==> src/rtl/irq_timer_pkg.sv <==
// Shared definitions for the interrupt timer peripheral: operating modes, countdown
// states, register byte offsets and status bit positions.
package irq_timer_pkg;

    typedef enum logic [1:0] {
        ModeOff     = 2'd0,
        ModeNtimes  = 2'd1,
        ModeForever = 2'd2
    } mode_e;

    typedef enum logic {
        StIdle = 1'b0,
        StRun  = 1'b1
    } state_e;

    // Register byte offsets
    localparam int unsigned SYSCNT_LO = 32'h00;
    localparam int unsigned SYSCNT_HI = 32'h04;
    localparam int unsigned DELAY_LO  = 32'h08;
    localparam int unsigned DELAY_HI  = 32'h0C;
    localparam int unsigned MODE      = 32'h10;
    localparam int unsigned REPEAT    = 32'h14;
    localparam int unsigned STATUS    = 32'h18;
    localparam int unsigned CTRL      = 32'h1C;

    // Status register bit positions
    localparam int unsigned STATUS_PENDING = 0;
    localparam int unsigned STATUS_OVERRUN = 1;

endpackage

==> src/rtl/irq_timer_core.sv <==
// Countdown engine of the interrupt timer: holds mode, repeat count, countdown value and
// the sticky pending/overrun flags.
//   clk_i, rst_i        clock, asynchronous active-low reset
//   soft_rst_i          synchronous clear of all state
//   delay_i             reload value for the countdown
//   mode_we_i/_wdata_i  mode register write
//   rep_we_i/_wdata_i   repeat register write
//   clr_overrun_i       status read, clears overrun
//   irq_ret_i           interrupt return pulse, clears pending
//   mode_o, rep_o       register readback
//   pending_o, overrun_o, irq_o  status flags and interrupt request
module irq_timer_core
    import irq_timer_pkg::*;
#(
    parameter int unsigned CNT_W = 64
) (
    input  logic             clk_i,
    input  logic             rst_i,
    input  logic             soft_rst_i,
    input  logic [CNT_W-1:0] delay_i,
    input  logic             mode_we_i,
    input  logic [1:0]       mode_wdata_i,
    input  logic             rep_we_i,
    input  logic [31:0]      rep_wdata_i,
    input  logic             clr_overrun_i,
    input  logic             irq_ret_i,
    output mode_e            mode_o,
    output logic [31:0]      rep_o,
    output logic             pending_o,
    output logic             overrun_o,
    output logic             irq_o
);

    state_e           state_q, state_d;
    mode_e            mode_q, mode_d;
    logic [CNT_W-1:0] cnt_q, cnt_d;
    logic [31:0]      rep_q, rep_d;
    logic             pending_q, pending_d;
    logic             overrun_q, overrun_d;
    logic             expire;

    always_comb begin
        state_d   = state_q;
        mode_d    = mode_q;
        cnt_d     = cnt_q;
        rep_d     = rep_q;
        pending_d = pending_q;
        overrun_d = overrun_q;
        expire    = (state_q == StRun) && (cnt_q == CNT_W'(1));

        unique case (state_q)
            StIdle: ;
            StRun: begin
                if (expire) begin
                    cnt_d = delay_i;
                    if (mode_q == ModeNtimes) begin
                        rep_d = rep_q - 32'd1;
                        if (rep_q == 32'd1) begin
                            mode_d  = ModeOff;
                            state_d = StIdle;
                        end
                    end
                end else begin
                    cnt_d = cnt_q - CNT_W'(1);
                end
            end
            default: state_d = StIdle;
        endcase

        if (rep_we_i) begin
            rep_d = rep_wdata_i;
        end

        if (mode_we_i) begin
            case (mode_wdata_i)
                ModeOff: begin
                    mode_d  = ModeOff;
                    state_d = StIdle;
                end
                ModeNtimes, ModeForever: begin
                    // A zero delay or an empty NTIMES budget never starts the countdown
                    if (delay_i == '0 || (mode_wdata_i == ModeNtimes && rep_q == '0)) begin
                        mode_d  = ModeOff;
                        state_d = StIdle;
                    end else begin
                        mode_d  = mode_e'(mode_wdata_i);
                        state_d = StRun;
                        cnt_d   = delay_i;
                    end
                end
                default: ;  // reserved encoding leaves the mode untouched
            endcase
        end

        // Clear first so a coincident overrun event still sets the flag
        if (clr_overrun_i) begin
            overrun_d = 1'b0;
        end

        if (expire) begin
            pending_d = 1'b1;
            // A return in the same cycle consumes the old request, so nothing is lost
            if (pending_q && !irq_ret_i) begin
                overrun_d = 1'b1;
            end
        end else if (irq_ret_i) begin
            pending_d = 1'b0;
        end

        if (soft_rst_i) begin
            state_d   = StIdle;
            mode_d    = ModeOff;
            cnt_d     = '0;
            rep_d     = '0;
            pending_d = 1'b0;
            overrun_d = 1'b0;
        end
    end

    always_ff @(posedge clk_i or negedge rst_i) begin
        if (!rst_i) begin
            state_q   <= StIdle;
            mode_q    <= ModeOff;
            cnt_q     <= '0;
            rep_q     <= '0;
            pending_q <= 1'b0;
            overrun_q <= 1'b0;
        end else begin
            state_q   <= state_d;
            mode_q    <= mode_d;
            cnt_q     <= cnt_d;
            rep_q     <= rep_d;
            pending_q <= pending_d;
            overrun_q <= overrun_d;
        end
    end

    assign mode_o    = mode_q;
    assign rep_o     = rep_q;
    assign pending_o = pending_q;
    assign overrun_o = overrun_q;
    assign irq_o     = pending_q;

endmodule

==> src/rtl/irq_timer_ctrl.sv <==
// Memory-mapped interrupt timer: free-running system counter, programmable delay and
// mode, sticky interrupt request to the core. Supports CNT_W up to 64.
//   clk_i, rst_i        clock, asynchronous active-low reset
//   req_i               bus request strobe, one cycle per access
//   write_enable_i      1 = write, 0 = read
//   addr_i              word-aligned byte offset
//   write_data_i        write data
//   read_data_o         registered read data, held until the next read
//   ready_o             access complete, req_i delayed one cycle
//   irq_req_o           interrupt request to the core
//   irq_ret_i           interrupt return pulse from the core
module irq_timer_ctrl
    import irq_timer_pkg::*;
#(
    parameter int unsigned ADDR_W = 8,
    parameter int unsigned CNT_W  = 64
) (
    input  logic              clk_i,
    input  logic              rst_i,
    input  logic              req_i,
    input  logic              write_enable_i,
    input  logic [ADDR_W-1:0] addr_i,
    input  logic [31:0]       write_data_i,
    output logic [31:0]       read_data_o,
    output logic              ready_o,
    output logic              irq_req_o,
    input  logic              irq_ret_i
);

    logic [CNT_W-1:0] sys_cnt_q;
    logic [CNT_W-1:0] delay_q, delay_d;
    logic [31:0]      read_data_q;
    logic             ready_q;
    logic [63:0]      sys_cnt_w, delay_w;
    logic [31:0]      rdata;
    logic             wr, rd, soft_rst, mode_we, rep_we, clr_overrun;
    mode_e            mode;
    logic [31:0]      rep;
    logic             pending, overrun;

    // Zero-extended 64-bit views so the halves can be addressed uniformly
    assign sys_cnt_w = 64'(sys_cnt_q);
    assign delay_w   = 64'(delay_q);

    always_comb begin
        wr          = req_i & write_enable_i;
        rd          = req_i & ~write_enable_i;
        delay_d     = delay_q;
        soft_rst    = 1'b0;
        mode_we     = 1'b0;
        rep_we      = 1'b0;
        clr_overrun = 1'b0;
        rdata       = '0;
        case (addr_i)
            ADDR_W'(SYSCNT_LO): rdata = sys_cnt_w[31:0];
            ADDR_W'(SYSCNT_HI): rdata = sys_cnt_w[63:32];
            ADDR_W'(DELAY_LO): begin
                rdata = delay_w[31:0];
                if (wr) delay_d = CNT_W'({delay_w[63:32], write_data_i});
            end
            ADDR_W'(DELAY_HI): begin
                rdata = delay_w[63:32];
                if (wr) delay_d = CNT_W'({write_data_i, delay_w[31:0]});
            end
            ADDR_W'(MODE): begin
                rdata   = 32'(mode);
                mode_we = wr;
            end
            ADDR_W'(REPEAT): begin
                rdata  = rep;
                rep_we = wr;
            end
            ADDR_W'(STATUS): begin
                rdata[STATUS_PENDING] = pending;
                rdata[STATUS_OVERRUN] = overrun;
                clr_overrun           = rd;
            end
            ADDR_W'(CTRL): soft_rst = wr & write_data_i[0];
            default: ;
        endcase
    end

    always_ff @(posedge clk_i or negedge rst_i) begin
        if (!rst_i) begin
            sys_cnt_q   <= '0;
            delay_q     <= '0;
            read_data_q <= '0;
            ready_q     <= 1'b0;
        end else begin
            sys_cnt_q <= sys_cnt_q + CNT_W'(1);
            // ready still acknowledges the soft-reset write itself
            ready_q   <= req_i;
            if (soft_rst) begin
                delay_q     <= '0;
                read_data_q <= '0;
            end else begin
                delay_q <= delay_d;
                if (rd) read_data_q <= rdata;
            end
        end
    end

    irq_timer_core #(
        .CNT_W(CNT_W)
    ) u_core (
        .clk_i        (clk_i),
        .rst_i        (rst_i),
        .soft_rst_i   (soft_rst),
        .delay_i      (delay_q),
        .mode_we_i    (mode_we),
        .mode_wdata_i (write_data_i[1:0]),
        .rep_we_i     (rep_we),
        .rep_wdata_i  (write_data_i),
        .clr_overrun_i(clr_overrun),
        .irq_ret_i    (irq_ret_i),
        .mode_o       (mode),
        .rep_o        (rep),
        .pending_o    (pending),
        .overrun_o    (overrun),
        .irq_o        (irq_req_o)
    );

    assign read_data_o = read_data_q;
    assign ready_o     = ready_q;

endmodule

==> config.mk <==
export PLATFORM = sky130hd
export DESIGN_NAME = irq_timer_ctrl
export DESIGN_NICKNAME = d
export VERILOG_FILES = /design/src/rtl/irq_timer_pkg.sv /design/src/rtl/irq_timer_core.sv /design/src/rtl/irq_timer_ctrl.sv
export SDC_FILE = /design/constraint.sdc
export NUM_CORES = 1
export LEC_CHECK = 0
export BUFFER_PORTS_ARGS = -buffer_cell sky130_fd_sc_hd__buf_2
export CAP_MARGIN = 0
export CORE_MARGIN = 5
export CORE_UTILIZATION = 58
export CTS_BUF_LIST = sky130_fd_sc_hd__clkbuf_4 sky130_fd_sc_hd__clkbuf_8 sky130_fd_sc_hd__clkbuf_16
export DETAILED_ROUTE_END_ITERATION = 8
export PLACE_DENSITY_LB_ADDON = 0.12
export SYNTH_ARGS = -nofsm -noshare
export SYNTH_HDL_FRONTEND = slang
export SYNTH_HIERARCHICAL = 1
export SYNTH_SLANG_ARGS = --single-unit
export TNS_END_PERCENT = 1
==> constraint.sdc <==
create_clock -name clk_i -period 4.75 [get_ports clk_i]
set_clock_uncertainty 0.05 [all_clocks]
set_input_delay 0.475 -clock clk_i [delete_from_list [all_inputs] [get_ports clk_i]]
set_output_delay 0.475 -clock clk_i [all_outputs]
set_load 0.005 [all_outputs]
==> impl_metrics.json <==
{
  "layout.nets": 1508,
  "crit_type": "reg -> reg",
  "postSynthAreaPerCell_um2": 10.2,
  "clk_latency_ns": 0.56,
  "postCtsSetupBuffers": 0,
  "hold_end": "ready_o",
  "critPathSlowestCell": "or3_1",
  "clkTransAtPathRegs_ns": 0.07,
  "p_leak_nw": 6.86,
  "crit_top_cell": "or3_1",
  "cts.sinks": 262,
  "die_h_um": 167,
  "place_hpwl_um": 33300,
  "worst-path-max-fanout": 93,
  "synth_area_um2": 14400,
  "synth_flop_cell": "dfrtp_1",
  "dr.pass1.iters": 5,
  "min_delay_path_depth": 1,
  "period_minus_slack_ns": 3.67,
  "powerDensity_nw_per_um2": 315,
  "ant_nets": 0,
  "worst_slew_pin_slew_ns": 1.19,
  "worst_ir_drop_vdd_mv": 0.297,
  "via_per_inst": 6.88,
  "start_util_pct": 59.0,
  "cts_tree": "yes",
  "grt_overflow_total": 0,
  "globalplace.congestion": 0.955,
  "syn_to_final_growth_pct": 11.8,
  "hold_violations": 0,
  "portBuffers": 78,
  "critPathRequiredTime_ns": 5.15,
  "yosys_register_bits": 262,
  "yosysSeqAreaShare_pct": 45.7,
  "cap_violations": 0,
  "pre_cts_ws_ns": 1.22,
  "syn_inst": 1403,
  "power_mw": 5.05,
  "yosys_warnings": 6,
  "r2r_cells": 8,
  "hp-start": "req_i",
  "routedWlPerCell_um": 25.7,
  "crit_path_cell_trace": "or3_1 -> nor4_1 -> nand3_1 -> or3_1 -> a21oi_4 -> buf_12 -> nor2_1 -> a211oi_1",
  "insertedDiodeCount": 0,
  "fin_ws_ns": 1.08,
  "tns_ns": 0,
  "core_region_area_um2": 24300,
  "setup_viol": 0,
  "h-tree-depth": 1,
  "slew_headroom_pct": 20.8,
  "antenna_found_initial": 0,
  "max_stage_delay_ns": 0.56,
  "cp_num_buf_inv": 1,
  "grtUsageTotal_pct": 32.5,
  "die_x_um": 167,
  "drv_slew": 0,
  "rsz0062_at_grt": "false",
  "crit_path_end_kind": "flip-flop",
  "regToRegEndpoint": "u_core/cnt_q[14]",
  "max_freq_ghz": 0.273,
  "cts_root_buf": "clkbuf_16",
  "core.rowCount": 57,
  "drc": 0,
  "rrSetupSlack_ns": 1.08,
  "synthArstFlopShare_pct": 100,
  "worstPathArrival_ns": 4.07,
  "setup.worst_path.start_class": "flip-flop",
  "min_period_over_period_pct": 77.3,
  "drt-initial-drc-count": 1674,
  "r2r_start": "u_core/rep_o[13]",
  "drt-total-wl_um": 46300,
  "drive_above_1_share_pct": 15.6,
  "ys_types": 75,
  "grt_pass1_vias": 11700,
  "dieArea_um2": 28000,
  "most-common-layout-cells": "dfrtp_1 (262), nor2_1 (132), buf_2 (77)",
  "cts.path.max_buffers": 3,
  "grt_pass1_wl_um": 71900,
  "hold_path.class": "in -> reg",
  "synthesis.nets": 1455,
  "synth_edf_count": 0,
  "io_pins": 79,
  "outcome": "finished clean",
  "cpLargestDelayFamily": "simple AND/OR/NAND/NOR gates",
  "layout_commonest_cell": "dfrtp_1",
  "numCtsBuffers": 29,
  "grt_max_degree": 111,
  "vias": 12400
}
-- routing by layer --
layer / up-vias / part of all wire (%) / GRT usage (%)
li1: 5361 / - / -
met4: 0 / 4.6 / 11.5
met3: 128 / 10 / 6.55
met2: 804 / 44 / 48.3
met5: - / 0 / 0
met1: 6100 / 41 / 47.8
-- stage by stage --
stage	hold slack (ns)	util [%]	instances	cell area (µm²)
after floorplan	0.129	-	1403	14400
after global placement	0.416	61.9	1748	15000
after detailed placement	0.418	61.9	1748	15000
after CTS	0.00646	66.0	1801	16100
after global routing	0.0193	66.0	1801	16100
final	0.0228	66.0	1801	16100
-- cells in the mapped netlist, types with 3 or more instances --
cell type	instances	area (µm²)
dfrtp_1	262	6560
nor2_1	132	495
nor3_1	70	350
xnor2_1	69	604
nand2_1	66	248
a22o_1	62	543
xor2_1	59	517
a211oi_1	54	405
nor4_1	54	338
clkbuf_1	51	191
nand3_1	50	250
inv_1	46	173
a21oi_1	37	185
nand4_1	33	206
o2bb2ai_1	33	289
a22oi_1	30	225
mux4_2	30	676
buf_2	23	115
o21a_1	22	165
or3_1	22	138
o21ai_0	18	90.1
or4_1	11	82.6
and2_1	9	56.3
nand2b_1	9	56.3
nor2b_1	9	56.3
nor3_2	9	90.1
o22ai_1	9	56.3
a31oi_1	8	50.1
and3_1	8	50.1
ha_1	7	87.6
mux2i_1	7	70.1
and4_1	6	52.6
nor4b_1	6	52.6
nand3b_1	5	37.5
or2_2	5	31.3
nand4_4	4	85.1
nor4_4	4	85.1
o211ai_1	4	30.0
a221oi_1	3	26.3
nand4b_1	3	26.3
nor2_2	3	18.8
nor3b_1	3	22.5
o211a_1	3	30.0
or4_4	3	33.8
-- registers in the layout, indices dropped and copies added (netlist names) --
| signal | cells |
|---|---|
| u_core/mode_o | 2 |
| u_core/overrun_o | 1 |
| ready_o | 1 |
| u_core/irq_o | 1 |
| sys_cnt_q | 64 |
| u_core/cnt_q | 64 |
| u_core/state_q | 1 |
| u_core/rep_o | 32 |
| delay_q | 64 |
| read_data_o | 32 |
-- kinds of logic after synthesis --
logic type                 share of synthesized area (%)
DFF                                                 45.7
muxes                                               5.53
and+or+nand+nor                                     21.1
adders and majority gates                          0.610
AOI/OAI and AO/OA                                   15.7
xor gates and xnor gates                            7.81
buffers and inverters                               3.60
-- how the worst max path moves through the flow --
stage | slack [ns] | end | from | depth (start not counted)
final | 1.08 | u_core/cnt_q[14] | u_core/rep_o[13] | 8
after global routing | 0.78 | u_core/cnt_q[32] | u_core/rep_o[13] | 8
after global placement | 1.31 | u_core/cnt_q[59] | u_core/rep_o[13] | 8
after CTS | 1.17 | u_core/cnt_q[14] | u_core/rep_o[13] | 8
after floorplan | 1.85 | u_core/rep_o[28] | u_core/cnt_q[57] | 8
after detailed placement | 1.22 | u_core/cnt_q[14] | u_core/rep_o[13] | 8
-- area by class of cell --
cell class	instances	area, µm²
Clock buffer	45	902
Multi-Input combinational cell	1015	7320
Inverter	47	176
Sequential cell	262	6560
Timing Repair Buffer	101	601
Fill cell	1937	8270
Clock inverter	7	92.6
Tap cell	324	405
-- report_power, final --
part | leakage [nW] | internal [mW] | switching, mW | total (mW)
registers | 3.35 | 2.29 | 0.0877 | 2.37
logic | 3.01 | 0.131 | 0.205 | 0.336
clock network | 0.503 | 1.41 | 0.933 | 2.34
total | 6.86 | 3.83 | 1.23 | 5.05
-- repair_timing --
action	CTS	global route
hold buffers	1	0
endpoints found under the hold margin	26	0
gates resized for setup	0	0
No activity file was read; power rests on OpenSTA's default activity.
